===== config.mk =====
export PLATFORM = sky130hd
export DESIGN_NAME = ll_deq_sched_flat
export DESIGN_NICKNAME = d
export VERILOG_FILES = /design/src/rtl/ll_deq_sched_if.sv /design/src/rtl/ll_deq_sched.sv /design/src/flat_wrapper.sv
export SDC_FILE = /design/constraint.sdc
export NUM_CORES = 1
export LEC_CHECK = 0
export ABC_CLOCK_PERIOD_IN_PS = 9900
export BUFFER_PORTS_ARGS = -buffer_cell sky130_fd_sc_hd__clkbuf_2
export CORE_ASPECT_RATIO = 1.25
export CORE_MARGIN = 4
export CORE_UTILIZATION = 40
export CTS_CLUSTER_DIAMETER = 200
export DETAILED_ROUTE_END_ITERATION = 8
export PLACE_DENSITY = 0.64
export SLEW_MARGIN = 25
export SYNTH_ARGS = -nofsm -noshare
export SYNTH_HDL_FRONTEND = slang
export SYNTH_SLANG_ARGS = --single-unit

===== constraint.sdc =====
create_clock -name clk -period 9.9 [get_ports clk]
set_input_delay 2.475 -clock clk [delete_from_list [all_inputs] [get_ports clk]]
set_output_delay 2.475 -clock clk [all_outputs]
set_load 0.03 [all_outputs]

===== src/rtl/ll_deq_sched_if.sv =====
// Handshake, linked_list and status bundle for ll_deq_sched.
// slave = scheduler side, master = environment (linked_list / clients).
interface ll_deq_sched_if #(
  parameter int NUM_QUEUES = 4,
  parameter int LL_DEPTH   = 64,
  parameter int DATA_WIDTH = 6
);
  localparam int QW = $clog2(NUM_QUEUES);
  localparam int CW = $clog2(LL_DEPTH + 1);

  logic                     init_done;
  logic                     enq_vld_in;
  logic [QW-1:0]            enq_id_in;
  logic [DATA_WIDTH-1:0]    enq_data_in;
  logic                     enq_rdy_out;
  logic [NUM_QUEUES-1:0]    deq_req_in;
  logic [NUM_QUEUES-1:0]    deq_gnt_out;
  logic                     ll_enq_vld_out;
  logic [QW-1:0]            ll_enq_id_out;
  logic [DATA_WIDTH-1:0]    ll_enq_data_out;
  logic                     ll_deq_vld_out;
  logic [QW-1:0]            ll_deq_id_out;
  logic [DATA_WIDTH-1:0]    ll_deq_data_in;
  logic                     rsp_vld_out;
  logic [QW-1:0]            rsp_id_out;
  logic [DATA_WIDTH-1:0]    rsp_data_out;
  logic [NUM_QUEUES*CW-1:0] queue_cnt_out;
  logic [CW-1:0]            global_cnt_out;
  logic                     err_out;

  modport slave (
    input  init_done, enq_vld_in, enq_id_in, enq_data_in, deq_req_in, ll_deq_data_in,
    output enq_rdy_out, deq_gnt_out, ll_enq_vld_out, ll_enq_id_out, ll_enq_data_out,
           ll_deq_vld_out, ll_deq_id_out, rsp_vld_out, rsp_id_out, rsp_data_out,
           queue_cnt_out, global_cnt_out, err_out
  );

  modport master (
    output init_done, enq_vld_in, enq_id_in, enq_data_in, deq_req_in, ll_deq_data_in,
    input  enq_rdy_out, deq_gnt_out, ll_enq_vld_out, ll_enq_id_out, ll_enq_data_out,
           ll_deq_vld_out, ll_deq_id_out, rsp_vld_out, rsp_id_out, rsp_data_out,
           queue_cnt_out, global_cnt_out, err_out
  );
endinterface


===== src/rtl/ll_deq_sched.sv =====
// Enqueue admission, dequeue arbitration and response tagging for the multi-queue linked_list.
// Define LL_DEQ_SCHED_STRICT_PRIO_EN for fixed lowest-index priority instead of round-robin.
//
// state  | meaning
// S_INIT | linked_list still initialising; no ready, valid or grant
// S_RUN  | normal operation; left only through reset
module ll_deq_sched #(
  parameter int NUM_QUEUES = 4,
  parameter int LL_DEPTH   = 64,
  parameter int DATA_WIDTH = 6,
  parameter int READ_DELAY = 3,
  parameter int DEQ_GAP    = 2
) (
  input  logic          clk,
  input  logic          reset,
  ll_deq_sched_if.slave bus
);
  localparam int QW = $clog2(NUM_QUEUES);
  localparam int CW = $clog2(LL_DEPTH + 1);
  localparam int GW = (DEQ_GAP > 0) ? $clog2(DEQ_GAP + 1) : 1;

  typedef enum logic {S_INIT, S_RUN} state_t;

  state_t                r_state, w_state_nxt;
  logic                  w_run, w_enq_rdy, w_enq_acc, w_issue, w_any;
  logic [QW-1:0]         w_win;
  logic [NUM_QUEUES-1:0] w_elig, w_gnt;
  logic [CW-1:0]         r_qcnt [NUM_QUEUES];
  logic [CW-1:0]         r_gcnt;
  logic [GW-1:0]         r_gap;
  logic                  r_err;
  logic                  r_ll_enq_vld, r_ll_deq_vld;
  logic [QW-1:0]         r_ll_enq_id, r_ll_deq_id;
  logic [DATA_WIDTH-1:0] r_ll_enq_data;
  logic [READ_DELAY-1:0] r_pv;
  logic [QW-1:0]         r_pid [READ_DELAY];
  logic                  r_rsp_vld;
  logic [QW-1:0]         r_rsp_id;
  logic [DATA_WIDTH-1:0] r_rsp_data;

  always_ff @(posedge clk or negedge reset) begin
    if (!reset) r_state <= S_INIT;
    else        r_state <= w_state_nxt;
  end

  // One entry of the pool is held back so the linked_list never fills completely.
  always_comb begin
    w_state_nxt = r_state;
    w_run       = 1'b0;
    case (r_state)
      S_INIT:  if (bus.init_done) w_state_nxt = S_RUN;
      S_RUN:   w_run = 1'b1;
      default: w_state_nxt = S_INIT;
    endcase
    w_enq_rdy = w_run && (r_gcnt < CW'(LL_DEPTH - 1));
    w_enq_acc = w_enq_rdy && bus.enq_vld_in;
    w_issue   = w_run && (r_gap == '0) && w_any;
  end

  always_comb begin
    for (int i = 0; i < NUM_QUEUES; i++)
      w_elig[i] = bus.deq_req_in[i] && (r_qcnt[i] != '0);
  end

`ifdef LL_DEQ_SCHED_STRICT_PRIO_EN
  always_comb begin
    w_win = '0;
    w_any = 1'b0;
    for (int i = NUM_QUEUES - 1; i >= 0; i--) begin
      if (w_elig[i]) begin
        w_win = QW'(i);
        w_any = 1'b1;
      end
    end
  end
`else
  logic [QW-1:0] r_ptr;

  // Search begins one past the last winner so every requester gets a turn.
  always_comb begin
    w_win = '0;
    w_any = 1'b0;
    for (int k = 1; k <= NUM_QUEUES; k++) begin
      if (!w_any && w_elig[(int'(r_ptr) + k) % NUM_QUEUES]) begin
        w_win = QW'((int'(r_ptr) + k) % NUM_QUEUES);
        w_any = 1'b1;
      end
    end
  end

  always_ff @(posedge clk or negedge reset) begin
    if (!reset)       r_ptr <= QW'(NUM_QUEUES - 1);
    else if (w_issue) r_ptr <= w_win;
  end
`endif

  always_comb begin
    for (int i = 0; i < NUM_QUEUES; i++)
      w_gnt[i] = w_issue && (w_win == QW'(i));
  end

  always_ff @(posedge clk or negedge reset) begin
    if (!reset) begin
      for (int i = 0; i < NUM_QUEUES; i++) r_qcnt[i] <= '0;
      r_gcnt <= '0;
    end else begin
      for (int i = 0; i < NUM_QUEUES; i++) begin
        if (w_enq_acc && (bus.enq_id_in == QW'(i)) && !w_gnt[i])
          r_qcnt[i] <= r_qcnt[i] + CW'(1);
        else if (w_gnt[i] && !(w_enq_acc && (bus.enq_id_in == QW'(i))))
          r_qcnt[i] <= r_qcnt[i] - CW'(1);
      end
      if (w_enq_acc && !w_issue)      r_gcnt <= r_gcnt + CW'(1);
      else if (!w_enq_acc && w_issue) r_gcnt <= r_gcnt - CW'(1);
    end
  end

  always_ff @(posedge clk or negedge reset) begin
    if (!reset)             r_gap <= '0;
    else if (w_issue)       r_gap <= GW'(DEQ_GAP);
    else if (r_gap != '0)   r_gap <= r_gap - GW'(1);
  end

  always_ff @(posedge clk or negedge reset) begin
    if (!reset)                            r_err <= 1'b0;
    else if (bus.enq_vld_in && !w_enq_rdy) r_err <= 1'b1;
  end

  always_ff @(posedge clk or negedge reset) begin
    if (!reset) begin
      r_ll_enq_vld  <= 1'b0;
      r_ll_enq_id   <= '0;
      r_ll_enq_data <= '0;
      r_ll_deq_vld  <= 1'b0;
      r_ll_deq_id   <= '0;
    end else begin
      r_ll_enq_vld <= w_enq_acc;
      r_ll_deq_vld <= w_issue;
      if (w_enq_acc) begin
        r_ll_enq_id   <= bus.enq_id_in;
        r_ll_enq_data <= bus.enq_data_in;
      end
      if (w_issue) r_ll_deq_id <= w_win;
    end
  end

  // Tag pipeline lines up with the linked_list read latency; the last stage marks the data cycle.
  always_ff @(posedge clk or negedge reset) begin
    if (!reset) begin
      r_pv <= '0;
      for (int i = 0; i < READ_DELAY; i++) r_pid[i] <= '0;
      r_rsp_vld  <= 1'b0;
      r_rsp_id   <= '0;
      r_rsp_data <= '0;
    end else begin
      r_pv[0]  <= r_ll_deq_vld;
      r_pid[0] <= r_ll_deq_id;
      for (int i = 1; i < READ_DELAY; i++) begin
        r_pv[i]  <= r_pv[i-1];
        r_pid[i] <= r_pid[i-1];
      end
      r_rsp_vld <= r_pv[READ_DELAY-1];
      if (r_pv[READ_DELAY-1]) begin
        r_rsp_id   <= r_pid[READ_DELAY-1];
        r_rsp_data <= bus.ll_deq_data_in;
      end
    end
  end

  assign bus.enq_rdy_out     = w_enq_rdy;
  assign bus.deq_gnt_out     = w_gnt;
  assign bus.ll_enq_vld_out  = r_ll_enq_vld;
  assign bus.ll_enq_id_out   = r_ll_enq_id;
  assign bus.ll_enq_data_out = r_ll_enq_data;
  assign bus.ll_deq_vld_out  = r_ll_deq_vld;
  assign bus.ll_deq_id_out   = r_ll_deq_id;
  assign bus.rsp_vld_out     = r_rsp_vld;
  assign bus.rsp_id_out      = r_rsp_id;
  assign bus.rsp_data_out    = r_rsp_data;
  assign bus.global_cnt_out  = r_gcnt;
  assign bus.err_out         = r_err;

  for (genvar g = 0; g < NUM_QUEUES; g++) begin : g_qcnt
    assign bus.queue_cnt_out[g*CW +: CW] = r_qcnt[g];
  end
endmodule


===== src/flat_wrapper.sv =====
// flat-port wrapper written by rule: the top's interface ports become plain ports
module ll_deq_sched_flat 
#(
  parameter int NUM_QUEUES = 4,
  parameter int LL_DEPTH   = 64,
  parameter int DATA_WIDTH = 6,
  parameter int READ_DELAY = 3,
  parameter int DEQ_GAP    = 2
)
  (clk, reset, bus_init_done, bus_enq_vld_in, bus_enq_id_in, bus_enq_data_in, bus_deq_req_in, bus_ll_deq_data_in, bus_enq_rdy_out, bus_deq_gnt_out, bus_ll_enq_vld_out, bus_ll_enq_id_out, bus_ll_enq_data_out, bus_ll_deq_vld_out, bus_ll_deq_id_out, bus_rsp_vld_out, bus_rsp_id_out, bus_rsp_data_out, bus_queue_cnt_out, bus_global_cnt_out, bus_err_out);
  ll_deq_sched_if #(.NUM_QUEUES(NUM_QUEUES), .LL_DEPTH(LL_DEPTH), .DATA_WIDTH(DATA_WIDTH)) bus_i ();
  input  logic clk;
  input  logic reset;
  input wire logic [$bits(bus_i.init_done)-1:0] bus_init_done;
  input wire logic [$bits(bus_i.enq_vld_in)-1:0] bus_enq_vld_in;
  input wire logic [$bits(bus_i.enq_id_in)-1:0] bus_enq_id_in;
  input wire logic [$bits(bus_i.enq_data_in)-1:0] bus_enq_data_in;
  input wire logic [$bits(bus_i.deq_req_in)-1:0] bus_deq_req_in;
  input wire logic [$bits(bus_i.ll_deq_data_in)-1:0] bus_ll_deq_data_in;
  output wire logic [$bits(bus_i.enq_rdy_out)-1:0] bus_enq_rdy_out;
  output wire logic [$bits(bus_i.deq_gnt_out)-1:0] bus_deq_gnt_out;
  output wire logic [$bits(bus_i.ll_enq_vld_out)-1:0] bus_ll_enq_vld_out;
  output wire logic [$bits(bus_i.ll_enq_id_out)-1:0] bus_ll_enq_id_out;
  output wire logic [$bits(bus_i.ll_enq_data_out)-1:0] bus_ll_enq_data_out;
  output wire logic [$bits(bus_i.ll_deq_vld_out)-1:0] bus_ll_deq_vld_out;
  output wire logic [$bits(bus_i.ll_deq_id_out)-1:0] bus_ll_deq_id_out;
  output wire logic [$bits(bus_i.rsp_vld_out)-1:0] bus_rsp_vld_out;
  output wire logic [$bits(bus_i.rsp_id_out)-1:0] bus_rsp_id_out;
  output wire logic [$bits(bus_i.rsp_data_out)-1:0] bus_rsp_data_out;
  output wire logic [$bits(bus_i.queue_cnt_out)-1:0] bus_queue_cnt_out;
  output wire logic [$bits(bus_i.global_cnt_out)-1:0] bus_global_cnt_out;
  output wire logic [$bits(bus_i.err_out)-1:0] bus_err_out;
  assign bus_i.init_done = bus_init_done;
  assign bus_i.enq_vld_in = bus_enq_vld_in;
  assign bus_i.enq_id_in = bus_enq_id_in;
  assign bus_i.enq_data_in = bus_enq_data_in;
  assign bus_i.deq_req_in = bus_deq_req_in;
  assign bus_i.ll_deq_data_in = bus_ll_deq_data_in;
  assign bus_enq_rdy_out = bus_i.enq_rdy_out;
  assign bus_deq_gnt_out = bus_i.deq_gnt_out;
  assign bus_ll_enq_vld_out = bus_i.ll_enq_vld_out;
  assign bus_ll_enq_id_out = bus_i.ll_enq_id_out;
  assign bus_ll_enq_data_out = bus_i.ll_enq_data_out;
  assign bus_ll_deq_vld_out = bus_i.ll_deq_vld_out;
  assign bus_ll_deq_id_out = bus_i.ll_deq_id_out;
  assign bus_rsp_vld_out = bus_i.rsp_vld_out;
  assign bus_rsp_id_out = bus_i.rsp_id_out;
  assign bus_rsp_data_out = bus_i.rsp_data_out;
  assign bus_queue_cnt_out = bus_i.queue_cnt_out;
  assign bus_global_cnt_out = bus_i.global_cnt_out;
  assign bus_err_out = bus_i.err_out;
  ll_deq_sched #(.NUM_QUEUES(NUM_QUEUES), .LL_DEPTH(LL_DEPTH), .DATA_WIDTH(DATA_WIDTH), .READ_DELAY(READ_DELAY), .DEQ_GAP(DEQ_GAP)) u_core (.clk(clk), .reset(reset), .bus(bus_i));
endmodule

==> reports/metrics.csv <==
stage,metric,value,unit
run_status,status,finished clean,
sta,hold_viol_final,0,
sta,finalCriticalPeriod,6.69,ns
placed_design,place_congestion,0.804,
synth,avgSynthCellArea,10.4,um^2
clocking,cts_resized,0,
synth,synth_edf_count,0,
route,vias_per_cell,5.23,
critical_path,cp-end-kind,output port,
clocking,root_buffer,clkbuf_16,
placed_design,port_buffers,83,
floorplanning,std_cell_rows,40,
critical_path,cp_common_cell,clkbuf_2,
sta,layout_setup_ws,3.21,ns
run,drv_cap,0,
floorplanning,die_h,120,um
sta,tightest_slew,0.754,ns
clocking,cts_tree,done,
clocking,cts.hold.buffers_added,0,
placed_design,dp_slack,3.20,ns
sta,maxSlewViolCount,0,
clocking,h-tree-depth,3,
critical_path,cp_data_arrival_time,4.22,ns
critical_path,start_kind,input pin,
critical_path,required,7.43,ns
layout,num_antenna_cells,0,
critical_path,critical-path-slowest-cell,a21boi_0,
floorplanning,io_pins,84,
critical_path,critical_path.max_fanout,4,
layout,final_common_cell,clkbuf_2,
route,routed_wl,8630,um
clocking,clk_latency,0.33,ns
floorplanning,die_w,97.4,um
grt,antenna_found_initial,1,
sta,setup_viol,0,
route,drt_iter0_markers,117,
synth,yosysWarnings,0,
grt,grt_overflow,0,
floorplanning,die_area,0.0117,mm^2
route,wl_per_cell,14.3,um
placed_design,dp.final_hpwl,6380,um
synth,synth.area.top_cells,"dfrtp_1 (43%), ha_1 (9.7%), nand2_1 (5.0%)",
grt,grt_start_max_net_pins,72,
synth,yosysTopAreaCellShare,43.2,%
route,drc,0,
clocking,cts_sinks,71,
synth,netlist_area,0.00400,mm^2
power,power_density,397,mW/mm^2
synth,ys.flop_type,dfrtp_1,
synth,synth_top_area_cell,dfrtp_1,
worst_hold_path,min_from,u_core.r_pid[5],
power,vdd_ir_drop_max,0.180,mV
sta,grt_setup_unrepaired,false,
clocking,postCtsSetupBuffers,0,
layout,fin_nets,532,
layout,area_growth,20.8,%
grt,grt_usage,15.9,%
synth,synthesis.nets,444,
power,leakage,2.32,nW
clocking,cts_buffer_depth,2,
critical_path,crit_path_max_incr_delay,0.61,ns
floorplanning,core-area,0.00971,mm^2
critical_path,critical_path_class,in -> out,
layout,drive_gt1_share,27.3,%
sta,relSlewSlack,49.3,%
synth,netlist_instances,386,
route,final_antenna_net_count,0,
sta,fin_crit_sh,67.6,%
layout,mostFrequentLayoutCells,"clkbuf_2 (82), dfrtp_1 (69), nand2_1 (53), o21ai_0 (32), ha_1 (31)",
worst_hold_path,hp-class,reg -> reg,
sta,tns,0,ns
critical_path,r2r_start,u_core.bus.queue_cnt_out[17],
synth,ys_seq_elements,71,
clocking,cts_buffers,9,
grt,grt_pass1_wl,15200,um
synth,synth-async-reset-ratio,100,%
synth,ys_seq_area_share,44.5,%
sta,fin_skew,0.00757,ns
grt,grt_pass1_vias,3193,
synth,synthDistinctLibCells,49,
critical_path,cp-startpoint,bus_deq_req_in[0],
route,vias,3163,
critical_path,path_cells,"clkbuf_2, a21boi_0, nor2_2, a211oi_1, nor2b_1, clkbuf_2",
clocking,clkTransAtPathRegs,0.06,ns
sta,fmax,149,MHz
floorplanning,initial_core_util,41.2,%
route,firstDrtPassIters,4,
==> through the flow <==
step	cells	total power [mW]	utilization (%)	area, um^2	hold slack, ns
after floorplan	386	1.36	-	4000	0.331
after detailed placement	589	1.64	46.9	4550	0.336
after global placement	589	1.60	46.9	4550	0.333
after global routing	605	2.08	49.8	4830	0.359
final	605	1.92	49.8	4830	0.348
after CTS	605	1.95	49.7	4830	0.349
==> logic make-up after synthesis <==
kind of cell	Yosys count	share of synthesized area (%)
xor gates and xnor gates	25	5.48
and+or+nand+nor	123	16.5
muxes	16	4.47
DFF	71	44.5
AOI/OAI and AO/OA	83	13.9
adders and majority gates	36	12.2
buffers and inverters	32	3.00
==> cell type report <==
cell class | instances | area, um^2
timing repair buffer | 84 | 427
multi-input combinational | 283 | 2100
fill | 899 | 4880
inverter | 25 | 93.8
clock inverter | 6 | 46.3
sequential | 71 | 1780
clock buffer | 10 | 229
tap | 126 | 158
==> power breakdown <==
group | switching, mW | total, mW | internal (mW)
registers | 0.127 | 0.561 | 0.435
clock network | 0.127 | 0.298 | 0.171
logic | 0.651 | 1.06 | 0.409
==> critical path: cells and delay by family <==
family / cells / cell delay [ns]
compound gates: 2 / 1.10
simple gates: 2 / 0.35
buf+inv: 2 / 0.29
==> cell usage after synthesis (2+ instances only) <==
| cell | instances |
|---|---|
| dfrtp_1 | 69 |
| nand2_1 | 53 |
| o21ai_0 | 32 |
| ha_1 | 31 |
| inv_1 | 24 |
| xnor2_1 | 20 |
| nor4_1 | 17 |
| a21o_1 | 15 |
| mux2_2 | 15 |
| a21oi_1 | 13 |
| nand4_1 | 8 |
| clkbuf_1 | 7 |
| nand2b_1 | 7 |
| nor3b_1 | 6 |
| a31oi_1 | 5 |
| fa_1 | 5 |
| nor2_1 | 5 |
| or3b_2 | 5 |
| or4_1 | 5 |
| xor2_1 | 5 |
| nor3_1 | 3 |
| a211oi_1 | 2 |
| a22oi_2 | 2 |
| dfstp_2 | 2 |
| nor2b_1 | 2 |
| o41ai_1 | 2 |
| or2_1 | 2 |
| or3_1 | 2 |
| or4_4 | 2 |
==> sequential cells by signal, summed over array words and instances (netlist names) <==
name                        flops
u_core.bus.ll_deq_vld_out       1
u_core.bus.global_cnt_out       7
u_core.r_pv                     3
u_core.r_gap                    2
u_core.r_state                  1
u_core.bus.rsp_data_out         6
u_core.bus.queue_cnt_out       28
u_core.bus.ll_deq_id_out        2
u_core.bus.rsp_vld_out          1
u_core.r_ptr                    2
u_core.bus.err_out              1
u_core.bus.rsp_id_out           2
u_core.bus.ll_enq_id_out        2
u_core.bus.ll_enq_vld_out       1
u_core.bus.ll_enq_data_out      6
u_core.r_pid                    6
==> worst paths after layout <==
check / endpoint / slack, ns / depth (start not counted)
max: bus_deq_gnt_out[0] / 3.21 / 6
min: u_core.r_pid[3] / 0.35 / 0
max reg2reg: u_core.bus.queue_cnt_out[12] / 5.76 / 13
min reg2reg: u_core.r_pid[3] / 0.35 / 0
max in group asynchronous: u_core.bus.queue_cnt_out[24] / 7.18 / 2
min in group asynchronous: u_core.bus.rsp_data_out[1] / 2.24 / 2
==> routing by layer <==
metal,vias to the layer above,GRT usage (%),wire [um]
met3,15,5.00,502
li1,1566,-,-
met4,2,6.15,180
met1,1502,20.1,3940
met2,78,25.3,3990
met5,-,0,12
Note: power is estimated with default switching activity, not from simulation.
